--- config.mk ---
export PLATFORM = sky130hd
export DESIGN_NAME = gerenciador_param_flat
export DESIGN_NICKNAME = d
export VERILOG_FILES = /design/src/rtl/gerenciador_param_if.sv /design/src/rtl/gerenciador_param.sv /design/src/flat_wrapper.sv
export SDC_FILE = /design/constraint.sdc
export NUM_CORES = 1
export LEC_CHECK = 0
export ABC_AREA = 1
export CAP_MARGIN = 30
export CELL_PAD_IN_SITES_DETAIL_PLACEMENT = 1
export CELL_PAD_IN_SITES_GLOBAL_PLACEMENT = 2
export CORE_ASPECT_RATIO = 1.5
export CORE_UTILIZATION = 32
export CTS_CLUSTER_SIZE = 25
export DETAILED_ROUTE_END_ITERATION = 8
export PLACE_DENSITY = 0.85
export SLEW_MARGIN = 10
export SYNTH_ARGS = -nofsm -noshare
export SYNTH_HDL_FRONTEND = slang
export SYNTH_SLANG_ARGS = --single-unit
--- constraint.sdc ---
create_clock -name clk -period 15 [get_ports clk]
set_input_delay 2.25 -clock clk [delete_from_list [all_inputs] [get_ports clk]]
set_output_delay 2.25 -clock clk [all_outputs]
set_load 0.02 [all_outputs]
--- src/rtl/gerenciador_param_if.sv ---
// HPS PIO words plus the coprocessor operand/result bundle used by gerenciador_param.
// The manager connects through the master modport; the HPS/coprocessor side uses slave.
interface gerenciador_param_if #(
  parameter int unsigned DATA_W  = 8,
  parameter int unsigned MAX_DIM = 5
);
  localparam int unsigned FlatW = MAX_DIM * MAX_DIM * DATA_W;

  logic [31:0]      entrada;
  logic [31:0]      saida;
  logic             cop_start;
  logic [2:0]       cop_op;
  logic [1:0]       cop_tam;
  logic [FlatW-1:0] cop_a;
  logic [FlatW-1:0] cop_b;
  logic [FlatW-1:0] cop_result;
  logic             cop_overflow;
  logic             cop_done;

  modport master (
    input  entrada, cop_result, cop_overflow, cop_done,
    output saida, cop_start, cop_op, cop_tam, cop_a, cop_b
  );

  modport slave (
    output entrada, cop_result, cop_overflow, cop_done,
    input  saida, cop_start, cop_op, cop_tam, cop_a, cop_b
  );
endinterface

--- src/rtl/gerenciador_param.sv ---
// HPS<->coprocessor transfer manager: loads two NxN matrices over a 4-phase handshake,
// runs one coprocessor operation with a timeout, and returns the packed result words.
module gerenciador_param #(
  parameter int unsigned DATA_W       = 8,
  parameter int unsigned MAX_DIM      = 5,
  parameter int unsigned OUT_PER_WORD = 3,
  parameter int unsigned TIMEOUT_CYC  = 1024
) (
  input logic                 clk,
  input logic                 reset_n,
  gerenciador_param_if.master bus
);
  localparam int unsigned NElem = MAX_DIM * MAX_DIM;
  localparam int unsigned FlatW = NElem * DATA_W;
  localparam int unsigned IdxW  = $clog2(NElem + 1);
  localparam int unsigned TmoW  = $clog2(TIMEOUT_CYC + 1);

  typedef enum logic [2:0] {StIdle, StLoad, StStart, StWait, StSend} state_e;

  state_e           state_q, state_d;
  logic [IdxW-1:0]  idx_q, idx_d;     // element index in LOAD, word index in SEND
  logic [IdxW-1:0]  elems_q, elems_d;
  logic [TmoW-1:0]  tmo_cnt_q, tmo_cnt_d;
  logic [FlatW-1:0] a_q, a_d;
  logic [FlatW-1:0] b_q, b_d;
  logic [FlatW-1:0] res_q, res_d;
  logic [2:0]       op_q, op_d;
  logic [1:0]       tam_q, tam_d;
  logic             start_q, start_d;
  logic             in_ack_q, in_ack_d;
  logic             valid_q, valid_d;
  logic             ovf_q, ovf_d;
  logic             busy_q, busy_d;
  logic             tmo_q, tmo_d;
  logic [23:0]      lanes_q, lanes_d;

  logic             in_req, out_ack, soft_rst;
  logic [IdxW-1:0]  words;
  logic             unused_bits;

  assign in_req   = bus.entrada[31];
  assign out_ack  = bus.entrada[30];
  assign soft_rst = bus.entrada[29];
  assign unused_bits = ^{bus.entrada[28:21], bus.entrada[15:0]};

  // E = N*N with N = tam+2 clamped to MAX_DIM.
  function automatic logic [IdxW-1:0] elem_count(input logic [1:0] tam);
    int unsigned n;
    n = 32'(tam) + 32'd2;
    if (n > MAX_DIM) n = MAX_DIM;
    return IdxW'(n * n);
  endfunction

  function automatic logic [23:0] pack_word(input logic [FlatW-1:0] rb,
                                            input logic [IdxW-1:0] w);
    logic [23:0] word;
    int unsigned k;
    word = '0;
    for (int unsigned j = 0; j < 3; j++) begin
      k = 32'(w) * OUT_PER_WORD + j;
      if (j < OUT_PER_WORD && k < NElem) word[8*j +: 8] = 8'(rb[k*DATA_W +: DATA_W]);
    end
    return word;
  endfunction

  assign words = IdxW'((32'(elems_q) + OUT_PER_WORD - 1) / OUT_PER_WORD);

  always_comb begin
    state_d   = state_q;
    idx_d     = idx_q;
    elems_d   = elems_q;
    tmo_cnt_d = tmo_cnt_q;
    a_d       = a_q;
    b_d       = b_q;
    res_d     = res_q;
    op_d      = op_q;
    tam_d     = tam_q;
    start_d   = 1'b0;
    in_ack_d  = in_ack_q;
    valid_d   = valid_q;
    ovf_d     = ovf_q;
    busy_d    = busy_q;
    tmo_d     = tmo_q;
    lanes_d   = lanes_q;

    unique case (state_q)
      StIdle: begin
        if (in_req) begin
          state_d = StLoad;
          busy_d  = 1'b1;
          idx_d   = '0;
        end
      end
      StLoad: begin
        if (idx_q != '0 && idx_q == elems_q && !in_ack_q) begin
          state_d = StStart;
          idx_d   = '0;
        end else if (in_req && !in_ack_q) begin
          // Element 0 fixes E and clears stale elements from a larger previous transfer.
          if (idx_q == '0) begin
            elems_d = elem_count(bus.entrada[20:19]);
            a_d     = '0;
            b_d     = '0;
          end
          a_d[32'(idx_q)*DATA_W +: DATA_W] = bus.entrada[DATA_W-1:0];
          b_d[32'(idx_q)*DATA_W +: DATA_W] = bus.entrada[8 +: DATA_W];
          op_d     = bus.entrada[18:16];
          tam_d    = bus.entrada[20:19];
          in_ack_d = 1'b1;
        end else if (!in_req && in_ack_q) begin
          in_ack_d = 1'b0;
          idx_d    = idx_q + 1'b1;
        end
      end
      StStart: begin
        start_d   = 1'b1;
        tmo_cnt_d = '0;
        tmo_d     = 1'b0;
        state_d   = StWait;
      end
      StWait: begin
        if (bus.cop_done) begin
          for (int unsigned k = 0; k < NElem; k++) begin
            if (k < 32'(elems_q)) res_d[k*DATA_W +: DATA_W] = bus.cop_result[k*DATA_W +: DATA_W];
            else                  res_d[k*DATA_W +: DATA_W] = '0;
          end
          ovf_d   = bus.cop_overflow;
          idx_d   = '0;
          state_d = StSend;
        end else if (tmo_cnt_q == TmoW'(TIMEOUT_CYC - 1)) begin
          tmo_d   = 1'b1;
          busy_d  = 1'b0;
          state_d = StIdle;
        end else begin
          tmo_cnt_d = tmo_cnt_q + 1'b1;
        end
      end
      StSend: begin
        if (!valid_q && !out_ack) begin
          if (idx_q == words) begin
            busy_d  = 1'b0;
            ovf_d   = 1'b0;
            lanes_d = '0;
            state_d = StIdle;
          end else begin
            lanes_d = pack_word(res_q, idx_q);
            valid_d = 1'b1;
          end
        end else if (valid_q && out_ack) begin
          valid_d = 1'b0;
          idx_d   = idx_q + 1'b1;
        end
      end
      default: state_d = StIdle;
    endcase

    // Soft reset overrides everything decided above.
    if (soft_rst) begin
      state_d   = StIdle;
      idx_d     = '0;
      elems_d   = '0;
      tmo_cnt_d = '0;
      a_d       = '0;
      b_d       = '0;
      res_d     = '0;
      op_d      = 3'b111;
      tam_d     = '0;
      start_d   = 1'b0;
      in_ack_d  = 1'b0;
      valid_d   = 1'b0;
      ovf_d     = 1'b0;
      busy_d    = 1'b0;
      tmo_d     = 1'b0;
      lanes_d   = '0;
    end
  end

  always_ff @(posedge clk or negedge reset_n) begin
    if (!reset_n) begin
      state_q   <= StIdle;
      idx_q     <= '0;
      elems_q   <= '0;
      tmo_cnt_q <= '0;
      a_q       <= '0;
      b_q       <= '0;
      res_q     <= '0;
      op_q      <= 3'b111;
      tam_q     <= '0;
      start_q   <= 1'b0;
      in_ack_q  <= 1'b0;
      valid_q   <= 1'b0;
      ovf_q     <= 1'b0;
      busy_q    <= 1'b0;
      tmo_q     <= 1'b0;
      lanes_q   <= '0;
    end else begin
      state_q   <= state_d;
      idx_q     <= idx_d;
      elems_q   <= elems_d;
      tmo_cnt_q <= tmo_cnt_d;
      a_q       <= a_d;
      b_q       <= b_d;
      res_q     <= res_d;
      op_q      <= op_d;
      tam_q     <= tam_d;
      start_q   <= start_d;
      in_ack_q  <= in_ack_d;
      valid_q   <= valid_d;
      ovf_q     <= ovf_d;
      busy_q    <= busy_d;
      tmo_q     <= tmo_d;
      lanes_q   <= lanes_d;
    end
  end

  assign bus.saida     = {in_ack_q, valid_q, ovf_q, busy_q, tmo_q, 3'b000, lanes_q};
  assign bus.cop_start = start_q;
  assign bus.cop_op    = op_q;
  assign bus.cop_tam   = tam_q;
  assign bus.cop_a     = a_q;
  assign bus.cop_b     = b_q;
endmodule

--- src/flat_wrapper.sv ---
// flat-port wrapper written by rule: the top's interface ports become plain ports
module gerenciador_param_flat 
#(
  parameter int unsigned DATA_W       = 8,
  parameter int unsigned MAX_DIM      = 5,
  parameter int unsigned OUT_PER_WORD = 3,
  parameter int unsigned TIMEOUT_CYC  = 1024
)
  (clk, reset_n, bus_entrada, bus_cop_result, bus_cop_overflow, bus_cop_done, bus_saida, bus_cop_start, bus_cop_op, bus_cop_tam, bus_cop_a, bus_cop_b);
  gerenciador_param_if #(.DATA_W(DATA_W), .MAX_DIM(MAX_DIM)) bus_i ();
  input logic clk;
  input logic reset_n;
  input wire logic [$bits(bus_i.entrada)-1:0] bus_entrada;
  input wire logic [$bits(bus_i.cop_result)-1:0] bus_cop_result;
  input wire logic [$bits(bus_i.cop_overflow)-1:0] bus_cop_overflow;
  input wire logic [$bits(bus_i.cop_done)-1:0] bus_cop_done;
  output wire logic [$bits(bus_i.saida)-1:0] bus_saida;
  output wire logic [$bits(bus_i.cop_start)-1:0] bus_cop_start;
  output wire logic [$bits(bus_i.cop_op)-1:0] bus_cop_op;
  output wire logic [$bits(bus_i.cop_tam)-1:0] bus_cop_tam;
  output wire logic [$bits(bus_i.cop_a)-1:0] bus_cop_a;
  output wire logic [$bits(bus_i.cop_b)-1:0] bus_cop_b;
  assign bus_i.entrada = bus_entrada;
  assign bus_i.cop_result = bus_cop_result;
  assign bus_i.cop_overflow = bus_cop_overflow;
  assign bus_i.cop_done = bus_cop_done;
  assign bus_saida = bus_i.saida;
  assign bus_cop_start = bus_i.cop_start;
  assign bus_cop_op = bus_i.cop_op;
  assign bus_cop_tam = bus_i.cop_tam;
  assign bus_cop_a = bus_i.cop_a;
  assign bus_cop_b = bus_i.cop_b;
  gerenciador_param #(.DATA_W(DATA_W), .MAX_DIM(MAX_DIM), .OUT_PER_WORD(OUT_PER_WORD), .TIMEOUT_CYC(TIMEOUT_CYC)) u_core (.clk(clk), .reset_n(reset_n), .bus(bus_i));
endmodule
Word level (Yosys, flattened, before mapping)
Cells that the tools add are included.

storage, ports and cells
  register bits = 659
  input bits = 236

operators by class
  add/subtract/negate cells = 8
  multiply operators = 2
  divide/modulo/power cells = 1
  magnitude comparators = 29
  equality and inequality tests = 22
  shifts and indexed selects = 6
  mux-type cells = 118
  reductions and logical operators = 38

operator list
  operator                                                                          count
  200-bit 2-to-1 mux                                                                19
  200-bit bitwise mux                                                               2
  200-bit by 33-bit variable part select with 8-bit output                          2
  8-bit by 34-bit variable part select with 200-bit output                          2
  8-bit 2-to-1 mux                                                                  28
  8-bit by 34-bit variable shift with 200-bit output, first input constant          1
  200-bit by 11-bit variable part select with 8-bit output                          1
  32-bit 2-to-1 mux                                                                 5
  24-bit 2-to-1 mux                                                                 4
  5-bit 2-to-1 mux                                                                  13
  32-bit by 5-bit less-than comparator with 1-bit output, second input constant     2
  5-bit less-than comparator, first input constant                                  9
  4-bit by 5-bit less-than comparator with 1-bit output, first input constant       8
  8-bit negation with 34-bit output                                                 1
  11-bit 2-to-1 mux                                                                 3
  3-bit 2-to-1 mux                                                                  11
  32-bit by 2-bit divider with 32-bit output, second input constant                 1
  32-bit by 3-bit greater-than comparator with 1-bit output, second input constant  1
  32-bit by 32-bit multiplier with 5-bit output                                     1
  32-bit by 1-bit subtractor with 32-bit output, second input constant              1
  1-bit 2-to-1 mux                                                                  23
  11-bit case mux with 2 select lines                                               1
  3-bit by 5-bit less-than comparator with 1-bit output, first input constant       4
  5-bit case mux with 4 select lines                                                1
  38 further kinds                                                                  80

Depth between registers and ports, before layout
  depth in word-level cells = 13
  depth in mapped cells = 50
  mapped depth without buffers = 50

Worst setup path before layout
No wires, ideal clock.

  path type = reg2reg
  from = register u_core.elems_q[4]
  to = register u_core.busy_q
  arrival time = 5204 ps
  required time = 14882 ps
  slack = 9678 ps
  stages on the path, launching flop included = 44
  buffers on the path = 2
  path through = dfrtp_1 > clkbuf_1 > nand2_1 > inv_2 > clkbuf_1 > nand2_1 > ha_1 > inv_1 > nand2_4 > nand2_2 > nand2_1 > nand2_1 > inv_1 > ha_1 > inv_1 > nand4_4 > nand2_1 > nand3_2 > [... 8 more ...] > nand2_2 > nand2_1 > nand2_1 > inv_1 > ha_1 > inv_1 > nor3_1 > nand2_1 > nand2_4 > nand2_1 > o21ai_1 > nor2_1 > nand3_1 > nand3_4 > nand2_4 > nand3_1 > nand2_1 > nand2_1

between the ends
  word-level cells in the longest chain between the ends = 6

ends and longest elaborated chain
  element                                                     RTL line                  text
  start: declaration                                          gerenciador_param.sv:22   logic [IdxW-1:0] elems_q, elems_d;
  start signal: assignment                                    gerenciador_param.sv:199  elems_q <= elems_d;
  5-bit by 2-bit adder with 6-bit output                      gerenciador_param.sv:66   assign words = IdxW'((32'(elems_q) + OUT_PER_WORD - 1) / OUT_PER_WORD);
  32-bit by 1-bit subtractor with 32-bit output               gerenciador_param.sv:66
  32-bit by 2-bit divider with 32-bit output                  gerenciador_param.sv:66
  5-bit == test                                               gerenciador_param.sv:140  if (idx_q == words) begin
  3-bit by 2-bit inequality test with 1-bit output (no line)  --
  6-bit AND reduction (no line)                               --
  end signal: assignment                                      gerenciador_param.sv:210  busy_q <= busy_d;
  end: declaration                                            gerenciador_param.sv:33   logic busy_q, busy_d;

Every way passes these cells.
A chain may end at the register's enable or synchronous reset.

Worst setup path after layout
  from = register u_core.elems_q[3]
  to = register u_core.ovf_q

between the ends
  word-level cells in the longest chain between the ends = 6

ends and longest elaborated chain
  element                                                     RTL line                  text
  5-bit by 2-bit adder with 6-bit output                      gerenciador_param.sv:66
  32-bit by 1-bit subtractor with 32-bit output               gerenciador_param.sv:66
  32-bit by 2-bit divider with 32-bit output                  gerenciador_param.sv:66
  5-bit == test                                               gerenciador_param.sv:140
  3-bit by 2-bit inequality test with 1-bit output (no line)  --
  4-bit AND reduction (no line)                               --
  end signal: assignment                                      gerenciador_param.sv:209  ovf_q <= ovf_d;
  end: declaration                                            gerenciador_param.sv:32   logic ovf_q, ovf_d;

Every way passes these cells.

==> impl_metrics.env <==
export IMPL_p_per_area_nw_per_um2=132.3
export IMPL_nets=4463
export IMPL_hpwlAfterDp_um=103400
export IMPL_post_cts_setup_buffer_count=0
export IMPL_cts_tree="done"
export IMPL_fmax_ghz=0.1396
export IMPL_fin_util=0.4294
export IMPL_dpl_cell_area_um2=38630
export IMPL_fin_area_um2=41080
export IMPL_rsz0062_at_grt="no"
export IMPL_start_util=0.3222
export IMPL_syn_to_final_growth_pct=33.27
export IMPL_gp_congestion=0.9040
export IMPL_avgSynthCellArea_um2=8.403
export IMPL_slew_viol_final=0
export IMPL_power_leakage_nw=17.35
export IMPL_vias=29880
export IMPL_min_period_ns=7.165
export IMPL_drive_gt1_frac=0.06162
export IMPL_yosysSeqAreaShare=0.5343
export IMPL_clockBufferDepth=3
export IMPL_overflow=0
export IMPL_fp_row_count=139
export IMPL_critPathCaptureType="flip-flop"
export IMPL_cp_start_kind="flip-flop"
export IMPL_placed_cells=5389
export IMPL_skew_ns=0.04073
export IMPL_async_flop_share=1.000
export IMPL_grt_pass1_wl_um=213000
export IMPL_nFillCells=11180
export IMPL_dieArea_um2=97590
export IMPL_slew_headroom=0.2849
export IMPL_crit_path_max_fanout=29
export IMPL_setup_tns_ns=0
export IMPL_critPathBufInv=10
export IMPL_cp_slowest_cell="dfrtp_1"
export IMPL_cts_hold_buf=0
export IMPL_hold_path_class="reg2reg"
export IMPL_drv_cap=0
export IMPL_cpMostUsedCell="nand2_1"
export IMPL_drt_wl_total_um=145400
export IMPL_ioPinCount=674
export IMPL_avgViaCountPerCell=5.403
export IMPL_cp_required_ns=15.54
export IMPL_synth_main_ff_cell="dfrtp_1"
export IMPL_die_h_um=382.1
export IMPL_first_global_vias=31210
export IMPL_setup_viol=0
export IMPL_grt_max_degree=154
export IMPL_synth_warning_count=0
export IMPL_antenna_found_initial=11
export IMPL_wl_per_cell_um=26.29
export IMPL_drtPass1Iterations=5
export IMPL_numCtsBuffers=72
export IMPL_die_x_um=255.4
export IMPL_path_class="reg2reg"
export IMPL_power_mw=5.435
export IMPL_final_hold_viol_count=0
export IMPL_synth_cells=3668
export IMPL_irDropWorstVdd_v=0.0001425
export IMPL_htree_num_levels=3
export IMPL_synth_area_um2=30820
export IMPL_finalNonFillerCells=5529
export IMPL_coreArea_um2=95650
export IMPL_yosysUniqueCellTypes=59
export IMPL_cts_resized_gates=0
export IMPL_cts_root_buffer="clkbuf_16"
export IMPL_ant_nets=0
export IMPL_cts_sinks=658
export IMPL_drc_errors=0
export IMPL_cp_slowest_stage_delay_ns=0.62
export IMPL_tightestPinTransition_ns=1.070
export IMPL_rrSetupSlack_ns=7.84
export IMPL_cp_arrival_ns=7.70
export IMPL_cp_top_family="simple AND/OR/NAND/NOR gates"
export IMPL_status="finished clean"
export IMPL_synth_edf_count=0
export IMPL_grt_usage=0.2940
export IMPL_io_buffers=662
export IMPL_fin_crit_sh=0.4777
export IMPL_clock_latency_ns=0.68
export IMPL_path_clk_slew_ns=0.06
export IMPL_dr_first_iter_drc_count=2067
export IMPL_ys_ff_latch=658
==> registers in the layout, summed over array words and instances, names as in the netlist, 2 cells and up <==
name and flops:
u_core.bus.cop_a 200, u_core.bus.cop_b 200, u_core.bus.cop_op 3, u_core.bus.cop_tam 2
u_core.elems_q 4, u_core.idx_q 5, u_core.lanes_q 24, u_core.res_q 200
u_core.state_q 3, u_core.tmo_cnt_q 11
==> layout make-up <==
class                           count  area, µm²  share of cell area
Timing Repair Buffer              735       7296              0.1776
Clock buffer                      103       2069             0.05038
Multi-Input combinational cell   2424      12220              0.2976
Antenna cell                        8      20.02           0.0004874
Sequential cell                   658      16470              0.4011
Inverter                          310       1176             0.02863
Tap cell                         1269       1588             0.03865
Clock inverter                     22      229.0            0.005574
==> path summary, 6_finish.rpt <==
kind	from	end	cells after the start
max	u_core.elems_q[3]	u_core.ovf_q	46
min	u_core.bus.cop_op[1]	u_core.bus.cop_op[1]	2
max reg2reg	u_core.elems_q[3]	u_core.ovf_q	46
min reg2reg	u_core.bus.cop_op[1]	u_core.bus.cop_op[1]	2
max in group asynchronous	reset_n	u_core.bus.cop_b[183]	4
min in group asynchronous	reset_n	u_core.bus.cop_b[141]	1
==> metrics by stage <==
step | hold slack [ns] | setup WS, ns
6_report | 0.4680 | 7.835
5_1_grt | 0.4874 | 7.126
4_1_cts | 0.4713 | 7.774
3_5_place_dp | 0.4613 | 7.814
3_3_place_gp | 0.4509 | 7.945
2_1_floorplan | 0.4368 | 9.678
==> layout by cell type, fill, tap and decap left out, types with 4 or more instances in the layout <==
cell type and count:
clkdlybuf4s50_1 660, nand3_1 654, dfrtp_1 653, o21ai_0 594, nand2_1 543, inv_1 288, nor2_1 123, a21oi_1 119
nor3_1 115, clkbuf_16 73, buf_4 60, o22ai_1 36, o41ai_1 33, ha_1 25, nand4_1 23, nand2_2 18
clkbuf_1 17, o21ai_1 14, clkinv_2 13, xor2_1 13, clkbuf_8 13, o211ai_1 12, clkinv_1 10, diode_2 8
inv_2 8, a21oi_2 8, and3_1 8, a311oi_1 8, nor2_4 7, buf_8 7, nand3_2 6, nand2_4 5
a311o_1 5, nor3b_1 4, a31oi_1 4, clkinvlp_4 4
==> cell families after synthesis <==
| logic type | Yosys count | share of synthesized area |
|---|---|---|
| flops | 658 | 0.5343 |
| simple gates | 1524 | 0.2274 |
| fa+ha+maj | 26 | 0.01080 |
| other cells | 1 | 0.0001217 |
| compound gates | 855 | 0.1495 |
| buf+inv | 588 | 0.07339 |
| xor+xnor | 16 | 0.004547 |
==> tightest hold or removal path: cells and delay by family, from the launching register on <==
kind	cells	cell delay, ns
simple gates	2	0.10
flops	1	0.37
==> cells in the mapped netlist (2+ instances only) <==
| master | instances | area (µm²) |
|---|---|---|
| a2111oi_0 | 2 | 17.52 |
| a211oi_1 | 2 | 15.01 |
| a21oi_1 | 126 | 630.6 |
| a221oi_1 | 2 | 17.52 |
| a311o_1 | 5 | 50.05 |
| a311oi_1 | 8 | 70.07 |
| a31oi_1 | 5 | 31.28 |
| and3_1 | 8 | 50.05 |
| buf_1 | 25 | 93.84 |
| buf_4 | 8 | 60.06 |
| buf_6 | 3 | 33.78 |
| clkbuf_1 | 241 | 904.6 |
| clkinv_1 | 10 | 37.54 |
| dfrtp_1 | 655 | 16390 |
| dfstp_2 | 3 | 78.83 |
| ha_1 | 25 | 312.8 |
| inv_1 | 292 | 1096 |
| inv_2 | 7 | 26.28 |
| nand2_1 | 545 | 2046 |
| nand2_2 | 17 | 106.4 |
| nand2_4 | 4 | 45.04 |
| nand3_1 | 654 | 3273 |
| nand3_2 | 6 | 60.06 |
| nand4_1 | 23 | 143.9 |
| nand4_2 | 2 | 25.02 |
| nor2_1 | 127 | 476.7 |
| nor2_2 | 2 | 12.51 |
| nor2_4 | 4 | 45.04 |
| nor3_1 | 115 | 575.6 |
| nor3b_1 | 4 | 30.03 |
| nor4_1 | 6 | 37.54 |
| o2111ai_1 | 2 | 17.52 |
| o211ai_1 | 12 | 90.09 |
| o21ai_0 | 595 | 2978 |
| o21ai_1 | 15 | 75.07 |
| o21bai_1 | 3 | 22.52 |
| o22ai_1 | 36 | 225.2 |
| o31ai_1 | 2 | 15.01 |
| o41ai_1 | 33 | 289.0 |
| xnor2_1 | 2 | 17.52 |
| xor2_1 | 14 | 122.6 |
==> power by group <==
group | switching (mW) | leakage (nW) | internal (mW)
Combinational | 1.33 | 7.06 | 0.433
Sequential | 0.0477 | 9.16 | 1.82
Clock | 0.804 | 1.12 | 1.00
Total | 2.18 | 17.3 | 3.25
==> per-layer routing <==
metal	share of wire	GRT usage	routed length (µm)
met1	0.37	0.3277	53880
met2	0.49	0.4997	71230
met3	0.078	0.08231	11360
met4	0.061	0.1721	8846
met5	0.00027	0	39
Power figures use the tool's default switching activity.
